`src/rtl/keypad_code_entry.sv`:
```
// keypad_code_entry
//   Turns debounced keypad presses into key events, collects digits into a
//   code buffer and checks it against a stored access code. A long press of
//   C with the correct code in the buffer enters programming mode, where a
//   new code can be stored. Repeated failures lock the keypad for a fixed
//   number of cycles.
//
// Ports
//   clk, rst_n      clock, async active-low reset
//   key_code[3:0]   decoded key: 0-9 digit, C program, E clear, F enter
//   key_valid       high while a stable key is held
//   key_duration    cycles the current key has been stable
//   access_granted  1-cycle pulse, correct code entered
//   access_denied   1-cycle pulse, wrong/incomplete code or failed program
//   prog_done       1-cycle pulse, new code stored
//   locked          high during lockout
//   prog_mode       high while programming
//   digit_count     digits in the buffer
//   entry_buf       buffer contents, newest digit in the low nibble
module keypad_code_entry #(
  parameter int          CODE_DIGITS    = 4,
  parameter logic [15:0] LONG_PRESS     = 16'd50,
  parameter int          MAX_FAILS      = 3,
  parameter int          LOCKOUT_CYCLES = 200,
  parameter logic [31:0] DEFAULT_CODE   = 32'h1234
)(
  input  logic                     clk,
  input  logic                     rst_n,
  input  logic [3:0]               key_code,
  input  logic                     key_valid,
  input  logic [15:0]              key_duration,
  output logic                     access_granted,
  output logic                     access_denied,
  output logic                     prog_done,
  output logic                     locked,
  output logic                     prog_mode,
  output logic [2:0]               digit_count,
  output logic [4*CODE_DIGITS-1:0] entry_buf
);
  localparam int BW = 4*CODE_DIGITS;
  localparam int FW = $clog2(MAX_FAILS+1);
  localparam int LW = (LOCKOUT_CYCLES > 1) ? $clog2(LOCKOUT_CYCLES) : 1;

  typedef enum logic [1:0] {S_ENTRY, S_PROG, S_LOCK} state_t;

  state_t          r_state, w_state_nx;
  logic [BW-1:0]   r_buf, w_buf_nx;
  logic [2:0]      r_cnt, w_cnt_nx;
  logic [FW-1:0]   r_fail, w_fail_nx;
  logic [BW-1:0]   r_code, w_code_nx;
  logic [LW-1:0]   r_lock_cnt, w_lock_nx;
  logic            r_granted, r_denied, r_done;
  logic            w_granted_nx, w_denied_nx, w_done_nx;
  logic            r_valid_d;
  logic            r_lp_done;

  logic            w_key_evt, w_lp_evt, w_is_digit, w_full, w_match;
  logic [BW-1:0]   w_shift;
  logic [FW-1:0]   w_fail_inc;

  assign w_key_evt  = key_valid && !r_valid_d;
  // One long-press event per press: the flag blocks re-triggering until release.
  assign w_lp_evt   = key_valid && (key_code == 4'hC) &&
                      (key_duration >= LONG_PRESS) && !r_lp_done;
  assign w_is_digit = (key_code <= 4'd9);
  assign w_full     = (r_cnt == 3'(CODE_DIGITS));
  assign w_match    = w_full && (r_buf == r_code);
  // Keep the low BW bits of {buf, digit}: shift left one nibble, insert digit.
  assign w_shift    = BW'({r_buf, key_code});
  assign w_fail_inc = (r_fail == {FW{1'b1}}) ? r_fail : r_fail + 1'b1;

  always_comb begin
    w_state_nx   = r_state;
    w_buf_nx     = r_buf;
    w_cnt_nx     = r_cnt;
    w_fail_nx    = r_fail;
    w_code_nx    = r_code;
    w_lock_nx    = r_lock_cnt;
    w_granted_nx = 1'b0;
    w_denied_nx  = 1'b0;
    w_done_nx    = 1'b0;
    case (r_state)
      S_ENTRY: begin
        if (w_lp_evt) begin
          if (w_match) w_state_nx = S_PROG;
          else         w_denied_nx = 1'b1;
          w_buf_nx = '0;
          w_cnt_nx = '0;
        end else if (w_key_evt) begin
          if (w_is_digit) begin
            if (!w_full) begin
              w_buf_nx = w_shift;
              w_cnt_nx = r_cnt + 3'd1;
            end
          end else if (key_code == 4'hE) begin
            w_buf_nx = '0;
            w_cnt_nx = '0;
          end else if (key_code == 4'hF) begin
            if (w_match) begin
              w_granted_nx = 1'b1;
              w_fail_nx    = '0;
            end else begin
              w_denied_nx = 1'b1;
              w_fail_nx   = w_fail_inc;
              if (w_fail_inc == FW'(MAX_FAILS)) begin
                w_state_nx = S_LOCK;
                w_fail_nx  = '0;
                w_lock_nx  = '0;
              end
            end
            w_buf_nx = '0;
            w_cnt_nx = '0;
          end
        end
      end
      S_PROG: begin
        // Long press is meaningless here; only key events act.
        if (w_key_evt) begin
          if (w_is_digit) begin
            if (!w_full) begin
              w_buf_nx = w_shift;
              w_cnt_nx = r_cnt + 3'd1;
            end
          end else if (key_code == 4'hE) begin
            w_buf_nx   = '0;
            w_cnt_nx   = '0;
            w_state_nx = S_ENTRY;
          end else if (key_code == 4'hF) begin
            if (w_full) begin
              w_code_nx  = r_buf;
              w_done_nx  = 1'b1;
              w_state_nx = S_ENTRY;
            end else begin
              w_denied_nx = 1'b1;
            end
            w_buf_nx = '0;
            w_cnt_nx = '0;
          end
        end
      end
      S_LOCK: begin
        // All keys ignored, including one landing on the terminal cycle.
        if (r_lock_cnt == LW'(LOCKOUT_CYCLES-1)) begin
          w_lock_nx  = '0;
          w_state_nx = S_ENTRY;
        end else begin
          w_lock_nx = r_lock_cnt + 1'b1;
        end
      end
      default: w_state_nx = S_ENTRY;
    endcase
  end

  always_ff @(posedge clk or negedge rst_n) begin
    if (!rst_n) r_state <= S_ENTRY;
    else        r_state <= w_state_nx;
  end

  always_ff @(posedge clk or negedge rst_n) begin
    if (!rst_n) begin
      r_buf      <= '0;
      r_cnt      <= '0;
      r_fail     <= '0;
      r_code     <= DEFAULT_CODE[BW-1:0];
      r_lock_cnt <= '0;
      r_granted  <= 1'b0;
      r_denied   <= 1'b0;
      r_done     <= 1'b0;
      r_valid_d  <= 1'b0;
      r_lp_done  <= 1'b0;
    end else begin
      r_buf      <= w_buf_nx;
      r_cnt      <= w_cnt_nx;
      r_fail     <= w_fail_nx;
      r_code     <= w_code_nx;
      r_lock_cnt <= w_lock_nx;
      r_granted  <= w_granted_nx;
      r_denied   <= w_denied_nx;
      r_done     <= w_done_nx;
      r_valid_d  <= key_valid;
      if (!key_valid)    r_lp_done <= 1'b0;
      else if (w_lp_evt) r_lp_done <= 1'b1;
    end
  end

  assign access_granted = r_granted;
  assign access_denied  = r_denied;
  assign prog_done      = r_done;
  assign locked         = (r_state == S_LOCK);
  assign prog_mode      = (r_state == S_PROG);
  assign digit_count    = r_cnt;
  assign entry_buf      = r_buf;
endmodule
```
`config.mk`:
```
export PLATFORM = sky130hd
export DESIGN_NAME = keypad_code_entry
export DESIGN_NICKNAME = d
export VERILOG_FILES = /design/src/rtl/keypad_code_entry.sv
export SDC_FILE = /design/constraint.sdc
export NUM_CORES = 1
export LEC_CHECK = 0
export BUFFER_PORTS_ARGS = -buffer_cell sky130_fd_sc_hd__buf_2
export CAP_MARGIN = 20
export CELL_PAD_IN_SITES_DETAIL_PLACEMENT = 1
export CELL_PAD_IN_SITES_GLOBAL_PLACEMENT = 1
export CORE_MARGIN = 2
export CORE_UTILIZATION = 39
export CTS_CLUSTER_SIZE = 12
export DETAILED_ROUTE_END_ITERATION = 6
export PLACE_DENSITY = 0.76
export SLEW_MARGIN = 15
export SYNTH_ARGS = -nofsm -noshare
export SYNTH_HDL_FRONTEND = slang
export SYNTH_SLANG_ARGS = --single-unit
```
`constraint.sdc`:
```
create_clock -name clk -period 1.9 [get_ports clk]
set_clock_uncertainty 0.1 [all_clocks]
set_input_delay 0.095 -clock clk [delete_from_list [all_inputs] [get_ports clk]]
set_output_delay 0.095 -clock clk [all_outputs]
set_load 0.01 [all_outputs]
```
==> impl_metrics.csv, run 1 <==
group,metric,value,unit
clocking,clock-sinks,52,
power,power_leakage,1.48,nW
run_status,status,"finished, final reports clean",
sta,setup_viol,0,
logic_synthesis,ys_seq_area_share,51.0,%
logic_synthesis,yosysTopAreaCell,"dfrtp_1",
place,gp_congestion,0.764,
cells_and_area,stdcell_count,378,
floorplan,die_area,7240,sq um
floorplan,row_count,29,
worst_setup_path,required,2.06,ns
worst_setup_path,r2r_setup_slack,0.09,ns
logic_synthesis,ys_seq_elements,52,
sta,slew_headroom,69.2,%
power,ir_worst_vdd,507,uV
global_routing,grt_pass1_wl,10.7,mm
logic_synthesis,synth_area_leaders,"dfrtp_1, mux2_2, a22o_1, dfstp_2, xnor2_1",
power,power,1.86,mW
global_routing,grt_pass1_vias,2222,
sta,fin_ws,0.0892,ns
clocking,clk_path_buf_depth,2,
cells_and_area,fin_nets,326,
cells_and_area,drive_above_1_share,35.5,%
routing,wl,6.11,mm
floorplan,core,6350,sq um
global_routing,antenna_found_initial,0,
logic_synthesis,yosysUniqueCellTypes,48,
logic_synthesis,syn_avg_cell_area,11.1,sq um
routing,postRouteAntennaNets,0,
worst_setup_path,crit_type,"flop to flop",
logic_synthesis,yosysWarnings,0,
logic_synthesis,synthAdderAreaFrac,1.46,%
place,placed_cells,367,
place,place_ws,-0.0547,ns
clocking,cts_tree,"built",
logic_synthesis,synth_edf_count,0,
routing,vias_per_cell,5.49,
clocking,clock_insertion_delay_worst_skew,0.32,ns
logic_synthesis,synth_ff_type,"dfrtp_1",
sta,post-route-period-util,95.3,%
logic_synthesis,synth_most_common_cell,"dfrtp_1",
sta,fin_crit,1.81,ns
global_routing,overflow,0,
routing,drt_iter0_markers,48,
global_routing,track_usage,18.5,%
logic_synthesis,synth_area,2560,sq um
clocking,clk_pin_slew,0.10,ns
routing,route.met2.wl,3.07,mm
place,portBuffers,45,
cells_and_area,fill_cells,728,
floorplan,start_util,40.4,%
logic_synthesis,syn_nets,257,
worst_setup_path,crit_path_start_kind,"flop",
sta,slew_viol_final,0,
clocking,h-tree-depth,2,
sta,final_hold_viol_count,0,
worst_setup_path,worstSetupEndpointType,"flop",
min_path,holdCritPathClass,"input pin to flop",
routing,drt-pass1-iter-count,4,
logic_synthesis,synth-compound-area-share,16.5,%
global_routing,grt_max_degree,53,
clocking,clockRootBuffer,"clkbuf_8",
flow_run,maxCapViolations,0,
logic_synthesis,netlist_instances,231,
clocking,cts_made_buffers,5,
logic_synthesis,yosysTopAreaCellShare,45.9,%
floorplan,die_w,85.1,microns
routing,met1Wirelength,2.80,mm
worst_setup_path,cp_max_fo,4,
cells_and_area,synthToLayoutAreaGrowth,24.7,%
cells_and_area,final_core_util,50.3,%
sta,fin_tns_setup,0,ns
routing,vias,2077,
routing,drt-wirelength-per-cell,16.2,microns
sta,fmax,552,MHz
routing,highest_layer,"met4",
sta,tightest_slew,0.461,ns
clocking,cts_setup_buffers,0,
floorplan,io_pins,47,
logic_synthesis,async_flop_share,100,%
place,dp_hpwl,4.32,mm
logic_synthesis,synth_simple_gate_area_share,15.0,%
logic_synthesis,synth_xor_area_share,5.81,%
routing,drc_errors,0,
sta,rsz0062_at_grt,"yes",
floorplan,fp.dieH,85.1,microns
power,cellPowerDensity,583,nW/um^2
logic_synthesis,muxShareOfSynthArea,7.03,%
routing,wl_met3,154,microns
worst_setup_path,cp.arrival,1.97,ns
logic_synthesis,synth_top_cells_by_count,"dfrtp_1, mux2_2, a21oi_1, a22o_1, xnor2_1",
cells_and_area,diodes,0,
logic_synthesis,synth_top_family_by_area,"compound AO/OA/AOI/OAI gates",
==> layout by cell type, fill, tap and decap left out, drive strengths merged, types with 2 or more instances in the layout <==
master,instances
mux2,16
dfrtp,47
nand3,5
a21oi,15
nor2b,2
or3,3
buf,68
nand2,13
nand4,7
nor4,4
and2,2
inv,9
nor3b,2
nor3,6
a22oi,2
o21ai,11
ha,3
xnor2,15
dlygate4sd3,3
o31ai,2
nand2b,10
nor2,7
clkbuf,5
xor2,2
a22o,16
and3,3
a211oi,2
dfstp,5
a2111oi,2
==> stage by stage <==
step                      hold WS, ns  instance area (sq um)
after global routing           0.0344                   3200
after detailed placement       0.0113                   3050
after global placement         0.0130                   3050
after floorplan                -0.301                   2570
final                         0.00592                   3200
after CTS                     0.00204                   3180
==> routing by layer <==
metal  track usage, %  vias up
li1                 -      985
met1             24.3     1064
met2             31.0       21
met3             3.02        7
met4             6.35        0
met5                0        -
==> path summary, 6_finish.rpt <==
kind / endpoint / depth (start not counted) / start
min: entry_buf[1] / 2 / key_code[1]
max reg2reg: r_fail[0] / 4 / r_valid_d
max in group asynchronous: r_code[2] / 3 / rst_n
min in group asynchronous: r_lock_cnt[4] / 3 / rst_n
min reg2reg: r_fail[0] / 1 / r_fail[0]
max: r_fail[0] / 4 / r_valid_d
==> cells by family (layout without fill, tap and decap cells) <==
kind of cell / count (synthesis) / after routing
DFF: 52 / 52
muxes: 16 / 16
and+or+nand+nor: 67 / 67
xor gates and xnor gates: 17 / 17
adders and majority gates: 3 / 3
AOI/OAI and AO/OA: 60 / 60
buffers and inverters: 16 / 86
==> sequential cells by signal, indices dropped and copies added (netlist names) <==
register,flops
r_lock_cnt,8
entry_buf,16
r_state,2
access_denied,1
r_valid_d,1
r_lp_done,1
access_granted,1
digit_count,3
r_code,16
r_fail,2
prog_done,1
==> critical path: stages (launching register included) <==
cell and delay, ns:
dfrtp_1 0.36, nand2b_1 0.24, or4_1 0.55, a2111oi_1 0.39
a21o_1 0.12
==> power by group <==
part	internal [mW]	total, mW	leakage (nW)	switching, mW
clock network	0.269	0.670	0.0452	0.401
registers	1.11	1.11	0.685	0.00120
logic	0.0338	0.0816	0.749	0.0478
==> cell type report <==
type	instances	area (sq um)	area share, %
inverter	7	26.3	0.822
clock inverter	3	25.0	0.783
multi-input combinational	163	1210	37.7
tap	77	96.3	3.01
clock buffer	5	68.8	2.15
timing repair buffer	71	465	14.6
sequential	52	1310	40.9
==> repair_timing <==
item / 4_1_cts / 5_1_grt
endpoints found under the setup margin: 16 / 5
hold endpoints to repair: 55 / 0
hold buffers: 3 / 0
gates resized for setup: 1 / 5
Power figures use the tool's default switching activity.
==> run 2, diff against run 1 <==
--- a/config.mk
+++ b/config.mk
@@ -7,13 +7,12 @@
 export LEC_CHECK = 0
 export BUFFER_PORTS_ARGS = -buffer_cell sky130_fd_sc_hd__buf_2
 export CAP_MARGIN = 20
-export CELL_PAD_IN_SITES_DETAIL_PLACEMENT = 1
-export CELL_PAD_IN_SITES_GLOBAL_PLACEMENT = 1
 export CORE_MARGIN = 2
-export CORE_UTILIZATION = 39
+export CORE_UTILIZATION = 45
 export CTS_CLUSTER_SIZE = 12
 export DETAILED_ROUTE_END_ITERATION = 6
-export PLACE_DENSITY = 0.76
+export MAX_ROUTING_LAYER = met4
+export PLACE_DENSITY = 0.7
 export SLEW_MARGIN = 15
 export SYNTH_ARGS = -nofsm -noshare
 export SYNTH_HDL_FRONTEND = slang
==> run 2 against run 1 <==
Effect of this change:
- power shrank 0.76%
- setup slack lost 0.0097 ns
- via count grew 0.53%
- die area is 13% lower
- register-to-register slack about the same
- critical path depth is 2 higher
- global-route usage is 1.9 points higher
- largest cell class unchanged
- routed wire length fell by 3.9%
- cell area grew 0.63%
- first-iteration DRC count increased to 3.4 times the previous value
- critical endpoint unchanged
- combinational power grew 2.6%
- sequential cell count is the same
==> impl_metrics.csv, run 2 (synthesis results as in run 1) <==
group,metric,value,unit
flow_run,maxCapViolations,0,
sta,final_hold_viol_count,0,
cells_and_area,mostFrequentLayoutCells,"dfrtp_1, buf_2, buf_4, mux2_2",
routing,vias,2088,
clocking,clk_path_buf_depth,2,
power,sw_frac_of_total,23.7,%
routing,vias_per_cell,5.58,
clocking,clock-sinks,52,
worst_setup_path,cp_max_fo,4,
worst_setup_path,cp_top_family,"simple AND/OR/NAND/NOR gates",
worst_setup_path,path_buf_inv,2,
worst_setup_path,r2r_setup_slack,0.09,ns
floorplan,fp.dieH,79.5,microns
floorplan,die_w,79.5,microns
worst_setup_path,endpoint,"r_fail[0]",
worst_setup_path,slowest_delay,0.56,ns
routing,wl,5.87,mm
power,p_switching,438,uW
worst_setup_path,worstSetupEndpointType,"flop",
global_routing,overflow,0,
min_path,holdCritPathClass,"input pin to flop",
worst_setup_path,required,2.06,ns
cells_and_area,stdcell_area,3220,sq um
floorplan,row_count,27,
cells_and_area,layout_commonest_cell,"dfrtp_1",
power,power_frac_comb,4.5,%
clocking,cts_made_buffers,5,
power,ir_worst_vdd,443,uV
sta,fin_crit,1.82,ns
floorplan,die_area,6310,sq um
worst_setup_path,reg2reg_depth,6,
clocking,cts_tree,"built",
cells_and_area,diodes,0,
worst_setup_path,r2r_end,"access_denied",
worst_setup_path,crit_cells,6,
clocking,clockRootBuffer,"clkbuf_8",
sta,slew_viol_final,0,
power,clkPwrFrac,35.4,%
floorplan,start_util,46.5,%
place,place_ws,-0.107,ns
cells_and_area,fin_nets,327,
cells_and_area,synthToLayoutAreaGrowth,25.5,%
routing,drt-pass1-iter-count,4,
global_routing,antenna_found_initial,0,
place,gp_congestion,0.889,
worst_setup_path,cp_cell_sequence,"dlygate4sd3_1 -> buf_2 -> nand2b_1 -> or4_1 -> a2111oi_1 -> a21o_1",
worst_setup_path,reg2reg_from,"r_code[12]",
worst_setup_path,cp_slowest_cell,"or4_1",
power,p_seq_share,60.1,%
place,place_area,3020,sq um
clocking,clock_insertion_delay_worst_skew,0.32,ns
worst_setup_path,crit_path_start,"key_valid",
floorplan,io_pins,47,
worst_setup_path,crit_path_start_kind,"input pin",
power,power,1.85,mW
routing,drt-wirelength-per-cell,15.7,microns
worst_setup_path,crit_type,"input pin to flop",
sta,post-route-period-util,95.8,%
cells_and_area,drive_above_1_share,37.1,%
global_routing,grt_pass1_wl,9.58,mm
place,portBuffers,45,
routing,drc_errors,0,
worst_setup_path,cp.arrival,1.98,ns
clocking,h-tree-depth,2,
sta,setup_viol,0,
sta,slew_headroom,56.1,%
floorplan,core,5510,sq um
power,cellPowerDensity,575,nW/um^2
routing,drt_iter0_markers,165,
sta,fin_ws,0.0795,ns
power,p_int,1.41,mW
place,dp_hpwl,3.96,mm
run_status,status,"finished, final reports clean",
min_path,min_path_cells,2,
routing,postRouteAntennaNets,0,
power,power_leakage,1.49,nW
global_routing,track_usage,20.3,%
global_routing,grt_max_degree,53,
clocking,clk_pin_slew,0.10,ns
sta,tightest_slew,0.659,ns
global_routing,grt_pass1_vias,2032,
cells_and_area,final_core_util,58.4,%
sta,fmax,549,MHz
[run 2: per-layer routing]
metal | vias up | GRT usage [%] | wire (microns)
li1 | 994 | - | -
met1 | 1031 | 27.3 | 2710
met3 | 9 | 3.73 | 227
met4 | 0 | 7.07 | 84
met2 | 54 | 31.3 | 2850
met5 | - | - | 0
[run 2: worst min path at each step]
stage,startpoint,to
after global placement,key_valid,r_valid_d
after CTS,key_code[2],entry_buf[2]
after floorplan,rst_n,access_denied
after detailed placement,key_valid,r_valid_d
after global routing,key_code[2],entry_buf[2]
final,key_code[2],entry_buf[2]
[run 2: final cells by class]
type                            count  area, sq um
Fill cell                         483         2290
Inverter                            7         26.3
Sequential cell                    52         1310
Clock buffer                        5         68.8
Multi-Input combinational cell    163         1220
Tap cell                           72         90.1
Timing Repair Buffer               72          475
Clock inverter                      3         26.3
[run 2: metrics by stage]
step | hold WS [ns] | cells | setup TNS, ns
4_1_cts | 0.00234 | 373 | 0
3_5_place_dp | 0.143 | 361 | -1.53
2_1_floorplan | -0.301 | 231 | -0.0105
6_report | 0.00523 | 374 | 0
3_3_place_gp | 0.142 | 361 | -0.141
5_1_grt | 0.0211 | 374 | -0.00172
[run 2: power groups by stage]
stage | clock network [mW] | logic, mW | registers (mW)
floorplan | 0 | 0.0198 | 1.13
global placement | 0 | 0.0737 | 1.13
detailed placement | 0 | 0.0756 | 1.13
CTS | 0.675 | 0.0830 | 1.11
global route | 0.725 | 0.0935 | 1.11
finish | 0.654 | 0.0837 | 1.11
[run 2: timing repair]
| action | 4_1_cts | 5_1_grt |
|---|---|---|
| endpoints found under the setup margin | 17 | 23 |
| pin swaps | 0 | 3 |
| hold buffers | 4 | 0 |
| endpoints found under the hold margin | 51 | 0 |
| buffers inserted | 0 | 1 |
| resized for setup | 3 | 10 |
==> run 3, diff against run 2 <==
--- a/config.mk
+++ b/config.mk
@@ -5,6 +5,7 @@
 export SDC_FILE = /design/constraint.sdc
 export NUM_CORES = 1
 export LEC_CHECK = 0
+export ABC_AREA = 1
 export BUFFER_PORTS_ARGS = -buffer_cell sky130_fd_sc_hd__buf_2
 export CAP_MARGIN = 20
 export CORE_MARGIN = 2
@@ -12,7 +13,7 @@
 export CTS_CLUSTER_SIZE = 12
 export DETAILED_ROUTE_END_ITERATION = 6
 export MAX_ROUTING_LAYER = met4
-export PLACE_DENSITY = 0.7
+export PLACE_DENSITY = 0.69
 export SLEW_MARGIN = 15
 export SYNTH_ARGS = -nofsm -noshare
 export SYNTH_HDL_FRONTEND = slang
==> run 3 against run 2 <==
Effect of this change:
- critical path depth up 7
- sequential cell count unchanged
- power up 2.3%
- synthesized cell count up 65%
- via count up 29%
- clock power up 4.6%
- synthesized area up 15%
- global-route usage down 0.58 points
- setup slack better by 0.027 ns
- register-to-register slack better by 0.02 ns
- clock-buffer cell count up 1
- sequential power about the same
- critical path type is now flop to flop
==> impl_metrics.csv, run 3 <==
group,metric,value,unit
run_status,status,"finished, final reports clean",
logic_synthesis,yosysUniqueCellTypes,33,
flow_run,maxCapViolations,0,
logic_synthesis,yosysWarnings,0,
logic_synthesis,synth_top_cells_by_count,"nand2_1, inv_1, dfrtp_1, nor2_1",
sta,setup_viol,0,
place,place_ws,-0.0203,ns
cells_and_area,ff_latch_area,1310,sq um
place,dp_hpwl,4.80,mm
power,power_leakage,1.80,nW
clocking,cts_tree,"built",
clocking,clockRootBuffer,"clkbuf_8",
sta,fmax,557,MHz
cells_and_area,stdcell_count,535,
clocking,clk_path_buf_depth,2,
power,cellPowerDensity,522,nW/um^2
logic_synthesis,ys_seq_area_share,44.5,%
clocking,clock-sinks,52,
logic_synthesis,yosysTopAreaCell,"dfrtp_1",
logic_synthesis,syn_nets,408,
worst_setup_path,reg2reg_from,"digit_count[1]",
sta,holdWs,0.0165,ns
clocking,clk_pin_slew,0.10,ns
global_routing,track_usage,19.8,%
worst_setup_path,crit_type,"flop to flop",
worst_setup_path,r2r_end,"r_state[0]",
sta,final_hold_viol_count,0,
power,ir_worst_vdd,289,uV
logic_synthesis,synth_most_common_cell,"nand2_1",
routing,drt-pass1-iter-count,4,
clocking,cts_made_buffers,5,
routing,drc_errors,0,
routing,wl,6.65,mm
routing,postRouteAntennaNets,0,
cells_and_area,multi_input_area,1440,sq um
logic_synthesis,ys_seq_elements,52,
sta,tightest_slew,0.438,ns
worst_setup_path,crit_path_start_kind,"flop",
global_routing,grt_max_degree,36,
place,place_area,3380,sq um
sta,fin_crit,1.79,ns
cells_and_area,mostFrequentLayoutCells,"nand2_1, inv_1, dfrtp_1, buf_2, nor2_1",
routing,drt_iter0_markers,135,
min_path,min_path_cells,3,
logic_synthesis,async_flop_share,100,%
logic_synthesis,syn_avg_cell_area,7.68,sq um
floorplan,start_util,46.5,%
logic_synthesis,synth_area,2940,sq um
cells_and_area,diodes,0,
routing,vias_per_cell,5.05,
global_routing,antenna_found_initial,0,
clocking,h-tree-depth,2,
place,portBuffers,45,
cells_and_area,synthToLayoutAreaGrowth,23.4,%
floorplan,die_w,84.8,microns
global_routing,grt_pass1_wl,11.2,mm
cells_and_area,fill_cells,590,
place,placed_cells,517,
place,gp_congestion,0.933,
sta,fin_tns_setup,0,ns
floorplan,die_area,7190,sq um
logic_synthesis,netlist_instances,382,
worst_setup_path,r2r_setup_slack,0.11,ns
floorplan,fp.dieH,84.8,microns
worst_setup_path,cp.arrival,1.91,ns
sta,slew_viol_final,0,
logic_synthesis,synth_ff_type,"dfrtp_1",
sta,post-route-period-util,94.4,%
routing,drt-wirelength-per-cell,12.4,microns
global_routing,globalRouteMet3Util,3.15,%
logic_synthesis,yosysTopAreaCellShare,40.1,%
sta,fin_ws,0.106,ns
global_routing,grt_pass1_vias,2521,
cells_and_area,layout_commonest_cell,"nand2_1",
global_routing,grt_use_met1,26.9,%
global_routing,grt_busiest_layer,"met2",
worst_setup_path,crit_path_start,"digit_count[1]",
worst_setup_path,cp_max_fo,3,
floorplan,core,6310,sq um
floorplan,row_count,29,
worst_setup_path,required,2.01,ns
clocking,clock_insertion_delay_worst_skew,0.32,ns
global_routing,use_met2,29.4,%
cells_and_area,drive_above_1_share,29.7,%
floorplan,io_pins,47,
cells_and_area,fin_nets,483,
routing,vias,2701,
cells_and_area,stdcell_area,3620,sq um
logic_synthesis,synth_area_leaders,"dfrtp_1, nand2_1, inv_1, nor2_1, o21ai_2",
worst_setup_path,worstSetupEndpointType,"flop",
global_routing,overflow,0,
min_path,holdCritPathClass,"input pin to flop",
worst_setup_path,reg2reg_depth,13,
logic_synthesis,synth_edf_count,0,
worst_setup_path,endpoint,"r_state[0]",
sta,slew_headroom,70.8,%
-- run 3: worst min path at each step --
stage                 from       endpoint  slack, ns
2_1_floorplan        rst_n  access_denied      -0.30
3_3_place_gp         rst_n   entry_buf[2]      -0.05
3_5_place_dp         rst_n   entry_buf[2]      -0.04
4_1_cts        key_code[1]   entry_buf[1]       0.01
5_1_grt        key_code[2]   entry_buf[2]       0.02
6_report       key_code[1]   entry_buf[1]       0.02
-- run 3: kinds of logic (layout without fill, tap and decap cells) --
group	count (synthesis)	count (layout)	share of synthesized area, %
AOI/OAI and AO/OA	50	50	12.3
xor gates and xnor gates	4	4	1.19
adders and majority gates	3	3	1.28
buffers and inverters	59	135	8.61
DFF	52	52	44.5
and+or+nand+nor	214	214	32.1
-- run 3: layout make-up --
cell class	count	share of cell area, %
tap	77	2.66
multi-input combinational	271	39.7
sequential	52	36.1
clock buffer	6	2.28
timing repair buffer	73	13.3
clock inverter	2	0.414
inverter	54	5.59
-- run 3: power breakdown --
part	internal (mW)	total, mW	switching [mW]
Clock	0.296	0.684	0.388
Sequential	1.11	1.11	0.000666
Combinational	0.0367	0.0976	0.0609
Total	1.44	1.89	0.450
-- run 3: stage by stage --
step	power, mW	util [%]
floorplan	1.16	-
global placement	1.22	53.5
detailed placement	1.23	53.5
CTS	1.91	55.6
global route	1.96	57.4
finish	1.89	57.4
-- run 3: worst max-delay path, stage by stage (launching register included) --
cell,delay [ns]
dfrtp_1,0.40
inv_2,0.08
ha_4,0.14
nand2_2,0.07
inv_2,0.06
nand2_1,0.04
nor2_1,0.09
nand2_1,0.06
nor2_1,0.12
nand3_2,0.14
a21oi_4,0.20
nand3_2,0.07
nand2_1,0.06
nand2_1,0.04
-- run 3: timing repair --
action / CTS / global route
endpoints found under the hold margin: 31 / 0
hold buffers: 3 / 0
gates resized for setup: 2 / 16
pin swaps: 0 / 6
buffers inserted: 0 / 7
endpoints found under the setup margin: 2 / 26
-- run 3: routing by layer --
layer	wire [microns]	share of wire, %
met1	3180	48
met2	3010	45
met3	255	3.8
met4	204	3.1
met5	0	0
